$ cat src/rtl/dcache_coherence_ctrl.sv
`default_nettype none
// +--------------------------------------------------------------------------+
// | dcache_coherence_ctrl: direct-mapped MSI L1 D-cache, cache side of bus.   |
// | Optional flush-on-halt via DCACHE_FLUSH_EN.  Revision: 1.0               |
// +--------------------------------------------------------------------------+
module dcache_coherence_ctrl #(
  parameter int SETS  = 8,
  parameter int CPUID = 0
) (
  input  logic        CLK,
  input  logic        nRST,
`ifdef DCACHE_FLUSH_EN
  input  logic        halt,
  output logic        flushed,
`endif
  input  logic        dmemREN,
  input  logic        dmemWEN,
  input  logic [31:0] dmemaddr,
  input  logic [31:0] dmemstore,
  output logic [31:0] dmemload,
  output logic        dhit,
  output logic        dREN,
  output logic        dWEN,
  output logic [31:0] daddr,
  output logic [31:0] dstore,
  input  logic [31:0] dload,
  input  logic        dwait,
  output logic        cctrans,
  output logic        ccwrite,
  input  logic        ccwait,
  input  logic        ccinv,
  input  logic [31:0] ccsnoopaddr
);

  localparam int IDXW = $clog2(SETS);
  localparam int TAGW = 29 - IDXW;
  localparam logic [1:0] c_ST_I = 2'd0;
  localparam logic [1:0] c_ST_S = 2'd1;
  localparam logic [1:0] c_ST_M = 2'd2;

  typedef enum logic [3:0] {
    IDLE, UPGRADE, WB1, WB2, FETCH1, FETCH2, SNP_WB1, SNP_WB2
`ifdef DCACHE_FLUSH_EN
    , FLUSH1, FLUSH2, FLUSH_DONE
`endif
  } state_e;

  state_e            state_q, state_d;
  logic [1:0]        st_q   [SETS];
  logic [TAGW-1:0]   tag_q  [SETS];
  logic [31:0]       data_q [SETS][2];
  logic [IDXW-1:0]   sidx_q;
  logic [TAGW-1:0]   stag_q;
`ifdef DCACHE_FLUSH_EN
  logic [IDXW-1:0]   fidx_q, fidx_d;
`endif

  logic [IDXW-1:0]   w_idx, w_sidx;
  logic [TAGW-1:0]   w_tag, w_stag;
  logic              w_wsel, w_req, w_hit, w_shit, w_snp_m, w_snp_inv_s;
  logic              w_unused_snp;

  // array update requests (one state write per cycle at most)
  logic              st_we, wd_we, tag_we, snp_take;
  logic [IDXW-1:0]   st_widx, wd_idx;
  logic [1:0]        st_wval;
  logic              wd_sel;
  logic [31:0]       wd_val;

  assign w_idx        = dmemaddr[2+IDXW:3];
  assign w_tag        = dmemaddr[31:3+IDXW];
  assign w_wsel       = dmemaddr[2];
  assign w_sidx       = ccsnoopaddr[2+IDXW:3];
  assign w_stag       = ccsnoopaddr[31:3+IDXW];
  assign w_req        = dmemREN | dmemWEN;
  assign w_hit        = (st_q[w_idx] != c_ST_I) && (tag_q[w_idx] == w_tag);
  assign w_shit       = (st_q[w_sidx] != c_ST_I) && (tag_q[w_sidx] == w_stag);
  assign w_snp_m      = w_shit && (st_q[w_sidx] == c_ST_M);
  assign w_snp_inv_s  = w_shit && (st_q[w_sidx] == c_ST_S) && ccinv;
  assign w_unused_snp = ^ccsnoopaddr[2:0];

  always_comb begin
    state_d  = state_q;
    dmemload = 32'h0;
    dhit     = 1'b0;
    dREN     = 1'b0;
    dWEN     = 1'b0;
    daddr    = 32'h0;
    dstore   = 32'h0;
    cctrans  = 1'b0;
    ccwrite  = 1'b0;
    st_we    = 1'b0;
    st_widx  = w_idx;
    st_wval  = c_ST_I;
    wd_we    = 1'b0;
    wd_idx   = w_idx;
    wd_sel   = w_wsel;
    wd_val   = dmemstore;
    tag_we   = 1'b0;
    snp_take = 1'b0;
`ifdef DCACHE_FLUSH_EN
    fidx_d   = fidx_q;
    flushed  = 1'b0;
`endif

    case (state_q)
      IDLE: begin
        if (ccwait) begin
          snp_take = 1'b1;
`ifdef DCACHE_FLUSH_EN
        end else if (halt) begin
          state_d = FLUSH1;
`endif
        end else if (w_req) begin
          if (w_hit && !dmemWEN) begin
            dhit     = 1'b1;
            dmemload = data_q[w_idx][w_wsel];
          end else if (w_hit && (st_q[w_idx] == c_ST_M)) begin
            dhit  = 1'b1;
            wd_we = 1'b1;
          end else if (w_hit) begin
            state_d = UPGRADE;
          end else if (st_q[w_idx] == c_ST_M) begin
            state_d = WB1;
          end else begin
            state_d = FETCH1;
          end
        end
      end

      UPGRADE: begin
        if (ccwait) begin
          snp_take = 1'b1;
        end else begin
          cctrans = 1'b1;
          ccwrite = 1'b1;
          st_we   = 1'b1;
          st_wval = c_ST_M;
          state_d = IDLE;
        end
      end

      WB1, WB2: begin
        dWEN   = 1'b1;
        daddr  = {tag_q[w_idx], w_idx, (state_q == WB2), 2'b00};
        dstore = data_q[w_idx][state_q == WB2];
        if (!dwait) begin
          if (state_q == WB1) begin
            state_d = WB2;
          end else begin
            st_we   = 1'b1;
            st_wval = c_ST_I;
            state_d = FETCH1;
          end
        end
      end

      FETCH1, FETCH2: begin
        if (ccwait && (state_q == FETCH1)) begin
          snp_take = 1'b1;
        end else begin
          dREN    = 1'b1;
          cctrans = 1'b1;
          ccwrite = dmemWEN;
          daddr   = {w_tag, w_idx, (state_q == FETCH2), 2'b00};
          if (!dwait) begin
            wd_we  = 1'b1;
            wd_sel = (state_q == FETCH2);
            wd_val = dload;
            st_we  = 1'b1;
            if (state_q == FETCH1) begin
              // old contents are now partially overwritten; drop the line
              st_wval = c_ST_I;
              state_d = FETCH2;
            end else begin
              st_wval = dmemWEN ? c_ST_M : c_ST_S;
              tag_we  = 1'b1;
              state_d = IDLE;
            end
          end
        end
      end

      SNP_WB1, SNP_WB2: begin
        cctrans = 1'b1;
        daddr   = {stag_q, sidx_q, (state_q == SNP_WB2), 2'b00};
        dstore  = data_q[sidx_q][state_q == SNP_WB2];
        if (!dwait) begin
          if (state_q == SNP_WB1) begin
            state_d = SNP_WB2;
          end else begin
            st_we   = 1'b1;
            st_widx = sidx_q;
            st_wval = ccinv ? c_ST_I : c_ST_S;
            state_d = IDLE;
          end
        end
      end

`ifdef DCACHE_FLUSH_EN
      FLUSH1, FLUSH2: begin
        if (ccwait && (state_q == FLUSH1)) begin
          snp_take = 1'b1;
        end else if ((state_q == FLUSH1) && (st_q[fidx_q] != c_ST_M)) begin
          st_we   = 1'b1;
          st_widx = fidx_q;
          st_wval = c_ST_I;
          if (fidx_q == IDXW'(SETS - 1)) state_d = FLUSH_DONE;
          else fidx_d = fidx_q + IDXW'(1);
        end else begin
          dWEN   = 1'b1;
          daddr  = {tag_q[fidx_q], fidx_q, (state_q == FLUSH2), 2'b00};
          dstore = data_q[fidx_q][state_q == FLUSH2];
          if (!dwait) begin
            if (state_q == FLUSH1) begin
              state_d = FLUSH2;
            end else begin
              st_we   = 1'b1;
              st_widx = fidx_q;
              st_wval = c_ST_I;
              if (fidx_q == IDXW'(SETS - 1)) begin
                state_d = FLUSH_DONE;
              end else begin
                fidx_d  = fidx_q + IDXW'(1);
                state_d = FLUSH1;
              end
            end
          end
        end
      end

      FLUSH_DONE: begin
        flushed = 1'b1;
      end
`endif

      default: state_d = IDLE;
    endcase

    // snoop service shared by every state that yields to the controller
    if (snp_take) begin
      state_d = w_snp_m ? SNP_WB1 : IDLE;
      if (w_snp_inv_s) begin
        st_we   = 1'b1;
        st_widx = w_sidx;
        st_wval = c_ST_I;
      end
    end
  end

  always_ff @(posedge CLK) begin
    if (nRST) begin
      state_q <= IDLE;
      sidx_q  <= '0;
      stag_q  <= '0;
      for (int i = 0; i < SETS; i++) st_q[i] <= c_ST_I;
`ifdef DCACHE_FLUSH_EN
      fidx_q  <= '0;
`endif
    end else begin
      state_q <= state_d;
      if (st_we) st_q[st_widx] <= st_wval;
      if (snp_take) begin
        sidx_q <= w_sidx;
        stag_q <= w_stag;
      end
`ifdef DCACHE_FLUSH_EN
      fidx_q  <= fidx_d;
`endif
    end
  end

  // tag and data need no reset: state I masks them
  always_ff @(posedge CLK) begin
    if (wd_we)  data_q[wd_idx][wd_sel] <= wd_val;
    if (tag_we) tag_q[w_idx]           <= w_tag;
  end

  a_aligned: assert property (@(posedge CLK) disable iff (nRST)
                              w_req |-> (dmemaddr[1:0] == 2'b00))
    else $error("dcache%0d: misaligned access %h", CPUID, dmemaddr);

endmodule
`default_nettype wire

$ cat config.mk
export PLATFORM = sky130hd
export DESIGN_NAME = dcache_coherence_ctrl
export DESIGN_NICKNAME = d
export VERILOG_FILES = /design/src/rtl/dcache_coherence_ctrl.sv
export SDC_FILE = /design/constraint.sdc
export NUM_CORES = 1
export LEC_CHECK = 0
export CAP_MARGIN = 20
export CELL_PAD_IN_SITES_DETAIL_PLACEMENT = 1
export CELL_PAD_IN_SITES_GLOBAL_PLACEMENT = 2
export CORE_ASPECT_RATIO = 1.5
export CORE_UTILIZATION = 30
export CTS_BUF_LIST = sky130_fd_sc_hd__clkbuf_16
export CTS_CLUSTER_SIZE = 30
export DETAILED_ROUTE_END_ITERATION = 10
export PLACE_DENSITY_LB_ADDON = 0.1
export SETUP_SLACK_MARGIN = 0.1
export SLEW_MARGIN = 20
export SYNTH_ARGS = -nofsm -noshare
export SYNTH_HDL_FRONTEND = slang
export SYNTH_SLANG_ARGS = --single-unit
$ cat constraint.sdc
create_clock -name CLK -period 5.6 [get_ports CLK]
set_clock_uncertainty 0.2 [all_clocks]
set_input_delay 0.56 -clock CLK [delete_from_list [all_inputs] [get_ports CLK]]
set_output_delay 0.56 -clock CLK [all_outputs]
set_load 0.02 [all_outputs]
Word-level counts from Yosys, hierarchy flattened
Memories as Yosys holds them, arrays and structs flattened. A register that Yosys moved wholly into a read port is not among the register bits. Index checks and enable logic that the tools add are counted. W data, S select, Z words.

Register bits: 33. Memory bits (writable): 736. Input bits: 135. Output and inout bits: 101. Memories: 3.

Memory list: data_q (depth 8, bits a word 64, read ports 2, clocked after memory_dff 1, wr ports 1, RTL line 51) `logic [31:0] data_q [SETS][2];`; tag_q (depth 8, bits a word 26, read ports 2, clocked after memory_dff 0, wr ports 1, RTL line 50) `logic [TAGW-1:0] tag_q [SETS];`; st_q (depth 8, bits a word 2, read ports 2, clocked after memory_dff 0, wr ports 8, RTL line 49) `logic [1:0] st_q [SETS];`.

Magnitude comparators: 5. Eq/ne operators: 21. Mux-type cells: 103. Bitwise operators: 5. Reductions and logical operators: 19.

Operator list (count): $mux W32 (18); $pmux W32 S3 (1); $mux W64 (1); $pmux W32 S2 (1); $eq A26 B26 Y1 (2); $mux W1 (42); $mux W3 (14); $mux W4 (10); $demux W32 S1 (1); $ne A3 B3 Y1 const B (9); $pmux W4 S5 (1); $eq A4 B3 Y1 const B (4); $mux W2 (8); $reduce_or A2 Y1 (5); $logic_and A1 B1 Y1 (9); $reduce_and A9 Y1 (1); $eq A4 B2 Y1 const B (2); $ge A2 B2 Y1 const B (4); $not A1 Y2 (4); $pmux W1 S2 (3); $pmux W2 S3 (1); $eq A2 B2 Y1 const B (2); $eq A4 B1 Y1 const B (1); $logic_not A4 Y1 (1); 7 further kinds (8).

Longest topological paths before layout
Gate-level depths: netlist of run 1. An unclocked memory read counts as a cell.

Word-level depth: 12. Depth in mapped cells: 16.

Worst setup path before layout of run 1
No wires, ideal clock.

Path type: input port to flip-flop. Start: input dmemaddr[3]. End: memory data_q[2][0] (netlist name) (enable). Setup time: 0.461 ns. Data arrival time: 5.056 ns. Data required time: 4.939 ns. Path slack: -0.117 ns. Cell stages on the path: 12. Buffers on the path: 3. Path through: buf_6 -> buf_6 -> buf_6 -> mux2_2 -> a221oi_1 -> o22a_1 -> xor2_1 -> nand4b_1 -> nor4_4 -> nand4_1 -> a21o_1 -> nor3_1.

Longest elaborated chain between the ends: 11. Elaborated cells on any way between the ends: 15. Classes of those cells: eq/ne: 2; mux: 7; reduce/logical: 4; memory: 2.

Ends and longest elaborated chain: start, declared (RTL line 18) `input logic [31:0] dmemaddr,`; $mem_v2 Z8 W26 or $mem_v2 Z8 W2 (tied branches); $eq A26 B26 Y1 or $reduce_bool A2 Y1 (tied branches) (RTL line 76) `assign w_hit = (st_q[w_idx] != c_ST_I) && (tag_q[w_idx] == w_tag);`; $logic_and A1 B1 Y1 (RTL line 76); $logic_and A1 B1 Y1 (RTL line 118) `end else if (w_hit && (st_q[w_idx] == c_ST_M)) begin`; $mux W1 (RTL line 118); $mux W1 (RTL line 115) `if (w_hit && !dmemWEN) begin`; $mux W1 (RTL line 114) `end else if (w_req) begin`; $mux W1 (RTL line 108) `if (ccwait) begin`; $pmux W1 S2 (RTL line 106) `case (state_q)`; $mux W1 (RTL line 275) `if (wd_we) data_q[wd_idx][wd_sel] <= wd_val;`; $mux W64 (not written as such) (RTL line 275); end, declared (RTL line 51).

Several ways; a longest one is shown, not always the timed one.

==> impl_results.md, run 1 <==
* Worst-path maximum fanout at 14
* Routed WL at 150000 um
* Crit. End Element: output port
* Final net count at 2891
* Slew margin rel. at 23.8%
* Ys async rst share at 0%
* Main area contributors after synthesis: edfxtp_1, mux4_2, mux2i_1
* Die area at 126000 sq um
* Peak ir drop on the vdd network at 208 uV
* Final setup viols at 0
* First-pass GRT wire length at 211000 um
* Element type at the critical path start: register
* Multi-input gate area at 14000 sq um
* CTS Sinks at 771
* Vias post-DR at 25400
* First DRT Iteration DRCs at 1694
* Critical path cell sequence: mux4_2 -> mux2i_1 -> xnor2_1 -> nor3_1 -> nand2_1 -> nor4_4 -> and2_4 -> nand4b_4 -> buf_12 -> a311oi_2 -> clkdlybuf4s50_1
* Worst Path Arrival at 4.54 ns
* Worst Max-Slew Pin Slew at 1.14 ns
* HPWL Detailed at 96100 um
* IO Count at 236
* Buffers on Ports at 228
* Clk Latency, worst-skew pair at 0.69 ns
* Pins Over Slew Limit at 0
* Total track usage at 23.5%
* Post-Place Setup Slack at 0.158 ns
* H-tree Lvls at 3
* Period utilization at 94.6%
* Max Buffers Root-to-Sink at 3
* Core Rows at 158
* Fillcell total at 12600
* Post-Syn Area at 37500 sq um
* Area Overhead vs Synth at 21.6%
* Met2 Use GR at 43.4%
* CP max stage delay at 0.68 ns
* Kind of critical path: register to output port
* Initial antenna violation count at 4
* Met3 Use GR at 2.59%
* Hold slack at 0.260 ns
* Routed len/inst at 34.0 um
* Layout cell share with drive strength beyond 1 at 23.8%
* Initial core utilization at 30.3%
* CTS clk-pin slew, worst paths at 0.06 ns
* Yosys warnings at 0
* Final setup TNS at 0 ns
* Min Tclk post-route at 5.30 ns
* TritonCTS buffer count at 83
* # DRC at 0
* Final core occ at 36.8%
* GR Layer Usage met1 at 27.8%
* Syn_area_per_cell at 15.2 sq um
* Final hold violation count at 0
* Final worst setup slack at 0.305 ns
* Dpl cells at 4271
* Outcome: completed
* Post-synth top flop: edfxtp_1
* Register area at 22800 sq um
* Hold Path Class: register to register
* RSZ-0062 raised after global routing: no
* Largest area contributor in the synthesized netlist: edfxtp_1
* Max Clk Rate at 0.189 GHz
* Leak at 14.6 nW
* Commonest non-fill, non-tap cells in the layout: edfxtp_1, mux4_2, clkdlybuf4s50_1
* Initial DRT Pass Iterations at 5
* Width of the die at 291 um
* Clk root buf: clkbuf_16
* EDFF count, synth at 736
* Top-area cell type share of the netlist area at 59.0%
* Maxcap violations at 0
* Power Dens Cells at 303 nW/um^2
* Yosys reg bits at 771
* Die Y at 435 um
* Post-Synthesis Cells at 2468
* Post-Layout Cell Count at 4424
* Worst path required time at 4.84 ns
* Vias in the first global route at 27900
* Total global routing overflow at 0
* Seq/Total Area, Yosys at 60.8%
* CTS tree: yes
* Cell variety after synth at 68
* Critical Path Slowest Stage Cell: clkdlybuf4s50_1
* Final ANT Viol Nets at 0
* Commonest non-fill, non-tap cell in the layout: edfxtp_1
* Largest net degree at the start of global routing at 60
* Core area at 124000 sq um
* Final GP Congestion at 0.814
* Via density at 5.74
* GRT Max-Usage Layer: met2
## registers in the layout, indices dropped and copies added (netlist names), named ones only
| register | flops |
|---|---|
| state_q | 3 |
| tag_q | 208 |
| stag_q | 26 |
| st_q | 16 |
| data_q | 512 |
| sidx_q | 3 |
## final timing paths
check | start | to | cells after the start | slack [ns]
max | tag_q[1][12] | dmemload[29] | 11 | 0.30
min | stag_q[7] | stag_q[7] | 2 | 0.26
max reg2reg | tag_q[7][22] | data_q[7][48] | 14 | 1.43
min reg2reg | stag_q[7] | stag_q[7] | 2 | 0.26
## power breakdown
group	internal (mW)	switching [mW]
logic	0.642	0.973
registers	6.38	0.0674
clock network	3.30	2.46
total	10.3	3.50
## repair_timing
action / in CTS / in global routing
hold buffers: 0 / 0
gates resized for setup: 0 / 1
endpoints found under the setup margin: 0 / 13
buffers inserted: 0 / 0
## kinds of logic (layout without fill, tap and decap cells)
family          after synthesis  after routing  synth area share (%)
buf+inv                     210            564                  2.42
xor+xnor                     30             30                 0.701
other cells                   1              3                0.0100
mux                         465            465                  19.9
flops                       771            771                  60.8
simple gates                449            449                  5.86
compound gates              542            542                  10.3
## critical path, delay by kind of cell, from the launching register on
kind | cells | cell delay [ns]
buffers and inverters | 2 | 0.88
and+or+nand+nor | 5 | 1.04
xor gates and xnor gates | 1 | 0.32
AOI/OAI and AO/OA | 1 | 0.38
muxes | 2 | 0.80
DFF | 1 | 0.42
## cells in the mapped netlist, drive strengths merged, types with 6 or more instances
library cell    n
and3           25
o32ai           8
a221o           7
a22o           44
nand2b         10
nand2         122
buf            77
nor2          122
and2           22
o21ai          47
o221ai         10
mux2i         161
o211ai          7
edfxtp        736
nand3          32
clkbuf        123
nor4           11
a221oi         54
a21o            6
o21a            8
nor3           34
dfxtp          35
mux2           89
a211oi         33
a22oi         154
nand4          13
mux4          215
inv             7
xnor2          29
nor2b          31
a21oi          87
o22ai          48
## cell type report
class / count / share of cell area [%]
flip-flops and latches: 771 / 50.1
multi-input cells: 1488 / 30.6
repair buffers: 402 / 8.68
clock buffers: 84 / 4.61
well taps: 1600 / 4.39
clock inverters: 68 / 1.50
inverters: 10 / 0.0824
diodes: 1 / 0.00549
## routing by layer
metal	share of wire, %	wire length, um	vias to the layer above
met5	0.017	25	-
met4	3.5	5330	4
met3	3.9	5830	236
met2	53	79800	793
met1	40	59500	13600
li1	-	-	10700
## metrics by stage
stage / instance area [sq um] / power (mW)
floorplan: 37500 / 7.43
global placement: 42800 / 8.17
detailed placement: 42800 / 8.19
CTS: 45600 / 14.0
global route: 45600 / 14.2
finish: 45600 / 13.8
(Power assumes the default switching activity.)
==> inputs of run 2 (changes only) <==
--- a/config.mk
+++ b/config.mk
@@ -5,11 +5,10 @@
 export SDC_FILE = /design/constraint.sdc
 export NUM_CORES = 1
 export LEC_CHECK = 0
-export CAP_MARGIN = 20
 export CELL_PAD_IN_SITES_DETAIL_PLACEMENT = 1
 export CELL_PAD_IN_SITES_GLOBAL_PLACEMENT = 2
 export CORE_ASPECT_RATIO = 1.5
-export CORE_UTILIZATION = 30
+export CORE_UTILIZATION = 36
 export CTS_BUF_LIST = sky130_fd_sc_hd__clkbuf_16
 export CTS_CLUSTER_SIZE = 30
 export DETAILED_ROUTE_END_ITERATION = 10
==> run 2 against run 1 <==
Against the previous run:
- hold slack got worse by 0.062 ns
- design area is 1.2% lower
- worst setup slack got worse by 0.010 ns
- non-clock buffer count rose by 4
- die area is 17% lower
- maximum frequency down 0.19%
- global-route usage increased by 3.4 points
- flip-flop and latch count unchanged
==> impl_results.md, run 2 (synthesis results as in run 1) <==
* Worst path required time at 4.84 ns (about the same)
* Final GP Congestion at 0.856 (+5.1%)
* HPWL Detailed at 91500 um (-4.8%)
* TritonCTS buffer count at 80 (-3.6%)
* Element type at the critical path start: primary input
* Final core occ at 43.8% (+7.0 points)
* Kind of critical path: primary input to output port
* Final net count at 2892 (+0.035%)
* Core Rows at 144 (-8.9%)
* Final ANT Viol Nets at 0 (unchanged)
* Total track usage at 27.0% (+3.4 points)
* Max Clk Rate at 0.188 GHz (-0.19%)
* Clk root buf: clkbuf_16
* Hold buffer count at CTS at 0 (unchanged)
* Slew margin rel. at 38.9% (+15 points)
* Initial DRT Pass Iterations at 5 (unchanged)
* Worst Max-Slew Pin Slew at 0.917 ns (-0.220 ns)
* Critical Path End: dmemload[28]
* Vias in the first global route at 27600 (-1.1%)
* Initial antenna violation count at 5 (+1)
* Met2 Use GR at 50.6% (+7.1 points)
* First DRT Iteration DRCs at 2095 (+24%)
* Top flop regs: data_q (512), tag_q (208), stag_q (26)
* Met3 Use GR at 2.78% (+0.19 points)
* Critical Path Slowest Stage Cell: clkdlybuf4s50_1
* Final setup TNS at 0 ns (unchanged)
* Buffers on Ports at 228 (unchanged)
* Crit path top cell by count: buf_4
* GRT Max-Usage Layer: met2
* Peak ir drop on the vdd network at 201 uV (-3.2%)
* Commonest non-fill, non-tap cell in the layout: edfxtp_1
* Number of setup buffers added after CTS at 0 (unchanged)
* Final setup viols at 0 (unchanged)
* Routed WL at 143000 um (-4.9%)
* Final hold violation count at 0 (unchanged)
* Clk Latency, worst-skew pair at 0.66 ns (-0.03 ns)
* Min-delay src: ccsnoopaddr[4]
* IO Count at 236 (unchanged)
* Largest net degree at the start of global routing at 54 (-10%)
* Core area at 103000 sq um (-17%)
* Worst r2r src: tag_q[7][22]
* Die Y at 397 um (-8.7%)
* H-tree Lvls at 3 (unchanged)
* GR Layer Usage met1 at 31.2% (+3.4 points)
* RSZ-0062 raised after global routing: no
* Power Dens Cells at 295 nW/um^2 (-2.5%)
* Worst flop-to-flop path endpoint: data_q[2][17]
* Crit path from: dmemaddr[3]
* Width of the die at 265 um (-8.7%)
* Via density at 6.07 (+5.7%)
* Post-CTS Resized at 0 (unchanged)
* Die area at 105000 sq um (-17%)
* Pins Over Slew Limit at 0 (unchanged)
* Crit. End Element: output port
* Routed len/inst at 34.0 um (about the same)
* Total global routing overflow at 0 (unchanged)
* Leak at 14.4 nW (-0.91%)
* CTS tree: yes
* Initial core utilization at 36.4% (+6.1 points)
* Worst-path maximum fanout at 26 (+12)
* CTS clk-pin slew, worst paths at 0.06 ns (about the same)
* Max reg flops at 512 (unchanged)
* Worst Path Arrival at 4.55 ns (about the same)
* Period utilization at 94.7% (+0.18 points)
* Commonest non-fill, non-tap cells in the layout: edfxtp_1, mux4_2, clkdlybuf4s50_1
* Area Overhead vs Synth at 20.1%
* CTS Sinks at 771 (unchanged)
* Largest register by flop count: data_q
* Vias post-DR at 25500 (+0.53%)
* Fillcell total at 10200 (-20%)
* Reg2Reg Depth at 14 (unchanged)
* CP max stage delay at 0.60 ns (-0.08 ns)
* Register-to-register setup slack at 1.40 ns (-0.03 ns)
* Min Tclk post-route at 5.31 ns (+0.0100 ns)
* Maxcap violations at 0 (unchanged)
* Hold Path Class: primary input to register
* # DRC at 0 (unchanged)
* Critical path cell sequence: buf_8 -> buf_4 -> mux4_2 -> mux2i_1 -> xnor2_1 -> nor3b_1 -> buf_4 -> and4_1 -> and2_4 -> nand4b_4 -> buf_12 -> nor3_1 -> buf_4 -> clkdlybuf4s50_1
* Max Buffers Root-to-Sink at 3 (unchanged)
* First-pass GRT wire length at 201000 um (-4.8%)
* Layout cell share with drive strength beyond 1 at 23.4% (-0.48 points)
* Outcome: completed
run 2: power by group:
part	internal [mW]	switching (mW)	total, mW	leakage, nW
logic	0.638	0.933	1.57	6.21
registers	6.38	0.0798	6.45	6.93
clock network	2.97	2.31	5.28	1.32
run 2: final cells by class:
type | count | area (sq um) | area share, %
antenna | 3 | 7.51 | 0.0167
sequential | 771 | 22800 | 50.7
tap | 1387 | 1740 | 3.85
clock buffer | 80 | 2000 | 4.44
inverter | 10 | 37.5 | 0.0833
timing repair buffer | 406 | 3970 | 8.82
multi-input combinational | 1488 | 14000 | 31.0
clock inverter | 62 | 507 | 1.13
run 2: worst min path at each step:
stage	endpoint	slack [ns]	cells past startpoint
2_1_floorplan	stag_q[25]	0.24	2
3_3_place_gp	stag_q[1]	0.24	2
3_5_place_dp	stag_q[14]	0.25	2
4_1_cts	register	0.18	3
5_1_grt	register	0.23	3
6_report	register	0.20	3
run 2: critical path: cells and delay by family:
kind	cells	cell delay (ns)
buffers and inverters	6	1.72
XOR/XNOR	1	0.29
AND/OR/NAND/NOR	5	1.10
multiplexers	2	0.78
run 2: per-layer routing:
| metal | vias up | share of wire (%) |
|---|---|---|
| met2 | 966 | 54 |
| met4 | 0 | 3.6 |
| li1 | 10700 | - |
| met1 | 13600 | 38 |
| met5 | - | 0 |
| met3 | 238 | 4.8 |
run 2: per-stage QoR:
| step | instance area, sq um | instances | hold slack [ns] | setup slack, ns | total power [mW] |
|---|---|---|---|---|---|
| 3_5_place_dp | 42500 | 4062 | 0.252 | 0.286 | 8.15 |
| 4_1_cts | 45000 | 4204 | 0.175 | 0.250 | 13.4 |
| 2_1_floorplan | 37500 | 2469 | 0.237 | -0.117 | 7.43 |
| 6_report | 45000 | 4207 | 0.199 | 0.295 | 13.3 |
| 3_3_place_gp | 42500 | 4061 | 0.244 | 0.288 | 8.13 |
| 5_1_grt | 45000 | 4205 | 0.228 | 0.108 | 13.7 |
